--- src/rtl/bus_arbiter.sv ---
// bus_arbiter: CPU/DMA bus arbiter with turnaround cycles, DMA burst limit and minimum CPU hold time
module bus_arbiter #(
  parameter int MAX_BURST = 8,
  parameter int MIN_CPU = 2
) (
  input  logic        clk,
  input  logic        reset,
  input  logic        cpu_rwb,
  input  logic [15:0] cpu_addr,
  input  logic        dma_req,
  input  logic        dma_rwb,
  input  logic [15:0] dma_addr,
  output logic        dma_gnt,
  output logic        RDY,
  output logic        BE,
  output logic        RWB,
  output logic [15:0] A
);
  typedef enum logic [1:0] {CPU, TURN_D, DMA, TURN_C} state_t;
  localparam logic [7:0] HOLD_RST = 8'(MIN_CPU);
  // the cycle that hands the bus over is itself a CPU cycle, hence MIN_CPU-1
  localparam logic [7:0] HOLD_MIN = 8'(MIN_CPU - 1);
  localparam logic [7:0] BURST_LAST = 8'(MAX_BURST - 1);
  localparam logic [7:0] BURST_MAX = 8'(MAX_BURST);
  state_t state;
  logic [7:0] hold_cnt, burst_cnt;
  always_ff @(posedge clk) begin
    if (reset) begin
      state <= CPU;
      hold_cnt <= HOLD_RST;
      burst_cnt <= 8'd0;
    end else begin
      case (state)
        CPU: begin
          if (dma_req && cpu_rwb && hold_cnt >= HOLD_MIN) state <= TURN_D;
          if (hold_cnt != 8'hff) hold_cnt <= hold_cnt + 8'd1;
        end
        TURN_D: begin
          state <= DMA;
          burst_cnt <= 8'd0;
        end
        DMA: begin
          if (!dma_req || burst_cnt == BURST_LAST) state <= TURN_C;
          if (burst_cnt != BURST_MAX) burst_cnt <= burst_cnt + 8'd1;
        end
        default: begin
          state <= CPU;
          hold_cnt <= 8'd0;
        end
      endcase
    end
  end
  assign BE = state == CPU;
  assign RDY = BE;
  assign dma_gnt = state == DMA;
  assign A = BE ? cpu_addr : dma_gnt ? dma_addr : 16'h0000;
  assign RWB = BE ? cpu_rwb : dma_gnt ? dma_rwb : 1'b1;
endmodule

--- config.mk ---
export PLATFORM = sky130hd
export DESIGN_NAME = bus_arbiter
export DESIGN_NICKNAME = d
export VERILOG_FILES = /design/src/rtl/bus_arbiter.sv
export SDC_FILE = /design/constraint.sdc
export NUM_CORES = 1
export LEC_CHECK = 0
export ABC_CLOCK_PERIOD_IN_PS = 2100
export BUFFER_PORTS_ARGS = -buffer_cell sky130_fd_sc_hd__buf_2
export CORE_ASPECT_RATIO = 0.75
export CORE_MARGIN = 2
export CORE_UTILIZATION = 25
export DETAILED_ROUTE_END_ITERATION = 16
export SYNTH_ARGS = -nofsm -noshare
export SYNTH_HDL_FRONTEND = slang
export SYNTH_SLANG_ARGS = --single-unit
export TNS_END_PERCENT = 100
--- constraint.sdc ---
create_clock -name clk -period 2.1 [get_ports clk]
set_input_delay 0.42 -clock clk [delete_from_list [all_inputs] [get_ports clk]]
set_output_delay 0.42 -clock clk [all_outputs]
set_load 0.05 [all_outputs]
-- Yosys cells after proc, flatten, opt, wreduce, memory -nomap -nowiden
Cells that the tools add are included.
- register bits: 18
- latch bits: 0
- memory bits (writable): 0
- ROM bits: 0
- bits of input ports: 37
- output and inout bits: 20
- word-level logic and storage cells: 37
- memories: 0
- add/sub/neg operators: 2
- multipliers: 0
- divide/modulo/power cells: 0
- $lt $le $gt $ge: 1
- equality and inequality tests: 9
- shift-type cells: 0
- multiplexer cells: 11
- bitwise logic cells: 1
- reduce and logical (&&, ||, !) cells: 10
- operators with widths (operator ; number):
    2-to-1 mux 16 bit ; 2
    one-hot mux 8 bit (2 select lines) ; 2
    adder 8 x 1 -> 8 bit, second input constant ; 2
    2-to-1 mux 8 bit ; 2
    == test 8 x 3 -> 1 bit, second input constant ; 1
    greater-or-equal comparator 8 x 1 -> 1 bit, second input constant ; 1
    inequality test 2 x 1 -> 1 bit, second input constant ; 4
    inequality test 8 x 4 -> 1 bit, second input constant ; 1
    inequality test 8 bit, second input constant ; 1
    one-hot mux 2 bit (3 select lines) ; 1
    AND reduction 2 bit ; 3
    2-to-1 mux 2 bit ; 2
    == test 2 x 1 -> 1 bit, second input constant ; 1
    == test 2 bit, second input constant ; 1
    logical AND 1 bit ; 2
    zero test 2 bit ; 1
    2-to-1 mux 1 bit ; 2
    nonzero test 2 bit ; 1
    OR reduction 2 bit ; 1
    zero test 1 bit ; 1
    logical OR 1 bit ; 1
    NOT 1 bit ; 1

-- Longest topological paths before layout
- depth in word-level cells: 4
- depth in mapped cells: 7
- gate-level depth less buffers: 6

-- Worst setup path before layout
OpenSTA, ideal clock, no wires.
- path type: reg-to-output
- start: register state[0]
- end: output A[10]
- arrival time: 2287 ps
- required time: 1680 ps
- setup slack: -607 ps
- stages on the path, launching flop included: 8
- path buffers: 2
- cells stage by stage: dfxtp_1 inv_1 ha_1 buf_2 inv_1 nor2_1 clkbuf_1 a22o_1
- word-level cells in the longest chain between the ends: 3
- elaborated cells on any way between the ends: 4
- those cells by class: 1 x eq/ne; 2 x mux; 1 x reduce/logical
- ends and longest elaborated chain (what ; line ; source):
    start: declaration ; 25 ; state_t state;
    start signal: assignment ; 29 ; state <= CPU;
    start signal: assignment ; 35 ; if (dma_req && cpu_rwb && hold_cnt >= HOLD_MIN) state <= TURN_D;
    start signal: assignment ; 39 ; state <= DMA;
    == test 2 bit ; 55 ; assign dma_gnt = state == DMA;
    net dma_gnt ; 13 ; output logic dma_gnt,
    2-to-1 mux 16 bit (2 in a row) ; 56 ; assign A = BE ? cpu_addr : dma_gnt ? dma_addr : 16'h0000;
    end: declaration ; 17 ; output logic [15:0] A
The timed path passes the listed nets, and every way through them passes these cells.

-- Worst setup path in the final report
- start: register state[0]
- end: output A[6]
- word-level cells in the longest chain between the ends: 3
- elaborated cells on any way between the ends: 4
- those cells by class: 1 x eq/ne; 2 x mux; 1 x reduce/logical
- ends and longest elaborated chain (what ; line):
    == test 2 bit ; 55
    2-to-1 mux 16 bit ; 56
    2-to-1 mux 16 bit (*) ; 56
Mark *: on every way between the ends. The rest lies on a longest branch, timed or not.

==> impl_results.md <==
- Status: finished clean
- GRT Util Overall: 0.1239
- Core area: 0.004845 mm^2
- Final wirelength: 3270 um
- Yosys reg bits: 18
- First-pass GRT wire length: 5451 um
- Placed inst area: 0.001682 mm^2
- Power Density: 1351 mW/mm^2
- Most frequent cells in the layout: buf_2, dfxtp_1, nand2_1, nor2_1
- Clock sink count: 18
- Die width: 85.45 um
- Placed Cells: 261
- Fin. max-slew vios: 0
- R2R Setup Slk: 0.18 ns
- CP Max Fanout: 17
- Post-route design area: 0.001790 mm^2
- Post-CTS Setup Repair Bufs: 0
- Hold_buf cts: 0
- Worst Hold Endpoint: state[1]
- Setup violation total in the final timing report: 0
- CTS HTree Levels: 1
- DR iter-0 viols: 84
- CP Capture Type: primary output
- Design Power: 0.002419 W
- Post-Layout Cell Count: 265
- Site Rows: 22
- Synthesized netlist net count: 196
- TritonCTS clock tree: yes
- Fraction of layout cells with a size suffix above 1: 0.4244
- Drt drc: 0
- CTS buffer count: 3
- GRT overflow: 0
- Crit-path max cell delay: 0.32 ns
- Footprint of the multi-input gates: 907.1 um^2
- FF-to-FF path depth: 6
- N_diodes: 0
- Vias per cell: 5.128
- Req. time, crit path: 1.68 ns
- Setup TNS: 0 ns
- Root Buffer: clkbuf_8
- Via count: 1,359
- Clock slew seen by the registers of the worst setup and hold paths: 0.08 ns
- Net count, final: 251
- Worst Min Path Start: state[1]
- Routed wire per std cell: 12.34 um
- FF-to-FF Start: state[1]
- Leakage: 0.7582 nW
- Class of the worst hold path: flop to flop
- RSZ-0062 raised after global routing: no
- Tmin final: 2.035 ns
- Worst path slowest cell: dfxtp_1
- Worst hold stages: 2
- Clock latency on the worst-skew pair: 0.26 ns
- Fmax: 0.4915 GHz
- Starting Density: 0.2567
- Slew of the pin with the lowest slew margin: 0.5795 ns
- Clock Path Buffers: 2
- Crit path launch type: flop
- Max-Cap Viols: 0
- Cells after synthesis: 151
- YS warnings: 0
- Synth Cell Area: 0.001244 mm^2
- CP Cell Sequence: inv_1 -> ha_2 -> inv_2 -> nor2_2 -> buf_12 -> a22o_4 -> clkbuf_4
- Synth-to-Final Area Change: 43.96%
- Vias in the first global route: 1,173
- Boundary pin count: 57
- Syn avg cell area: 8.236 um^2
- Initial antenna violation count: 0
- Clock skew: 0.007883 ns
- Relative slew slack: 0.6101
- Sequential cell area: 360.3 um^2
- Post-synthesis sequential area ratio: 0.2897
- Die span in y: 65.08 um
- Critical path class: flop to primary output
- Placer Congestion: 0.7756
- Netlist cell types: 44
- I/O Buffers: 56
- Final Cycle Share: 0.9689
- Peak VDD IR: 912.5 uV
- Largest net degree at the start of global routing: 19
- Fin util: 0.3696
- Most common cell after layout, fill and taps aside: buf_2
- Detail Route Antenna Nets: 0
- DRT Pass-1 Iters: 4
- Layout filler cell count: 526
- Crit path DAT: 1.61 ns
- Sum of buffers and inverters on the critical path: 4
- Dpl hpwl: 2572 um
- Fin. Hold Viols: 0
- Die area: 0.005561 mm^2
- CP top delay family: buffers and inverters
- Worst reg2reg endpoint: hold_cnt[7]
## routing by layer
metal  GRT usage  vias up  wire length (um)
met1      0.1776      619              1589
met4     0.05357        0                48
met3     0.02548        5               268
li1            -      670                 -
met2      0.1777       65              1363
met5           0        -                 0
## layout make-up
class / count / area share
inverter: 9 / 0.01887
timing repair buffer: 59 / 0.2006
sequential: 18 / 0.2013
tap: 60 / 0.04193
clock buffer: 4 / 0.03075
multi-input combinational: 115 / 0.5066
## through the flow
step	setup slack (ns)	hold slack [ns]
2_1_floorplan	-0.07805	0.4705
3_3_place_gp	0.2139	0.4923
3_5_place_dp	0.1732	0.4989
4_1_cts	0.0006321	0.5112
5_1_grt	0.001465	0.5441
6_report	0.06529	0.5083
## Yosys cell counts, drive strengths merged
library cell   n  area, um^2
xnor2          3       26.28
nand3          4       20.02
nor4           3       18.77
nor2          13       48.80
a32oi          1       8.760
dfxtp         18       360.4
nand2         12       45.04
o31ai          1       7.510
a2bb2oi        1       8.760
a31o           2       26.28
a21o           1       7.510
a211oi         1       7.510
and3           3       23.77
nor4b          1       8.760
nor3           2       10.01
and3b          1       8.760
nor2b          1       6.260
a21oi          9       45.04
a221oi         1       8.760
o211ai         1       7.510
o311ai         1       8.760
a311o          2       20.02
nand4          1       6.260
nand3b         1       7.510
nand2b         4       25.02
ha             8       100.1
o21ai          7       35.03
clkbuf         5       18.77
a2111oi        1       8.760
buf            4       35.03
xor2           1       8.760
or4            4       30.03
and2           1       6.260
a311oi         1       8.760
inv            9       33.78
a31oi          3       18.77
mux2i          1       10.01
or3b           2       17.52
a22o          16       140.1
## worst reg2reg max path: cells and delay by family, from the launching register on
kind,cells,cell delay [ns]
AND/OR/NAND/NOR,2,0.70
adder cells (fa/ha/maj),1,0.20
buffers and inverters,1,0.09
flip-flops,1,0.36
AO/OA/AOI/OAI,2,0.49
## sequential cells by signal (all words and copies together) (netlist names)
signal / flops
burst_cnt: 8
state: 2
hold_cnt: 8
## worst max path at each step
stage | end | cells past startpoint | slack (ns) | from
finish | A[6] | 7 | 0.07 | state[0]
global route | A[9] | 7 | 0.001 | state[0]
CTS | A[5] | 6 | 0.0006 | state[1]
detailed placement | hold_cnt[7] | 6 | 0.17 | state[1]
global placement | hold_cnt[7] | 6 | 0.21 | state[1]
floorplan | A[10] | 7 | -0.08 | state[0]
## kinds of logic (layout without fill, tap and decap cells)
family                     Yosys count  in the layout  synth area share
buffers and inverters               18             72           0.07042
DFF                                 18             18            0.2897
AOI/OAI and AO/OA                   49             49            0.2958
xor gates and xnor gates             4              4           0.02817
and+or+nand+nor                     53             53            0.2274
muxes                                1              1          0.008049
adders and majority gates            8              8           0.08049
## where the power goes
| part | switching (W) | internal [W] |
|---|---|---|
| Combinational | 0.00107 | 0.000630 |
| Sequential | 0.0000411 | 0.000387 |
| Clock | 0.000124 | 0.000167 |
| Total | 0.00124 | 0.00118 |
## what timing repair did
action | CTS | global route
setup endpoints to repair | 9 | 16
endpoints found under the hold margin | 0 | 0
pin swaps | 0 | 0
resized for setup | 3 | 22
Note: power is estimated with default switching activity, not from simulation.
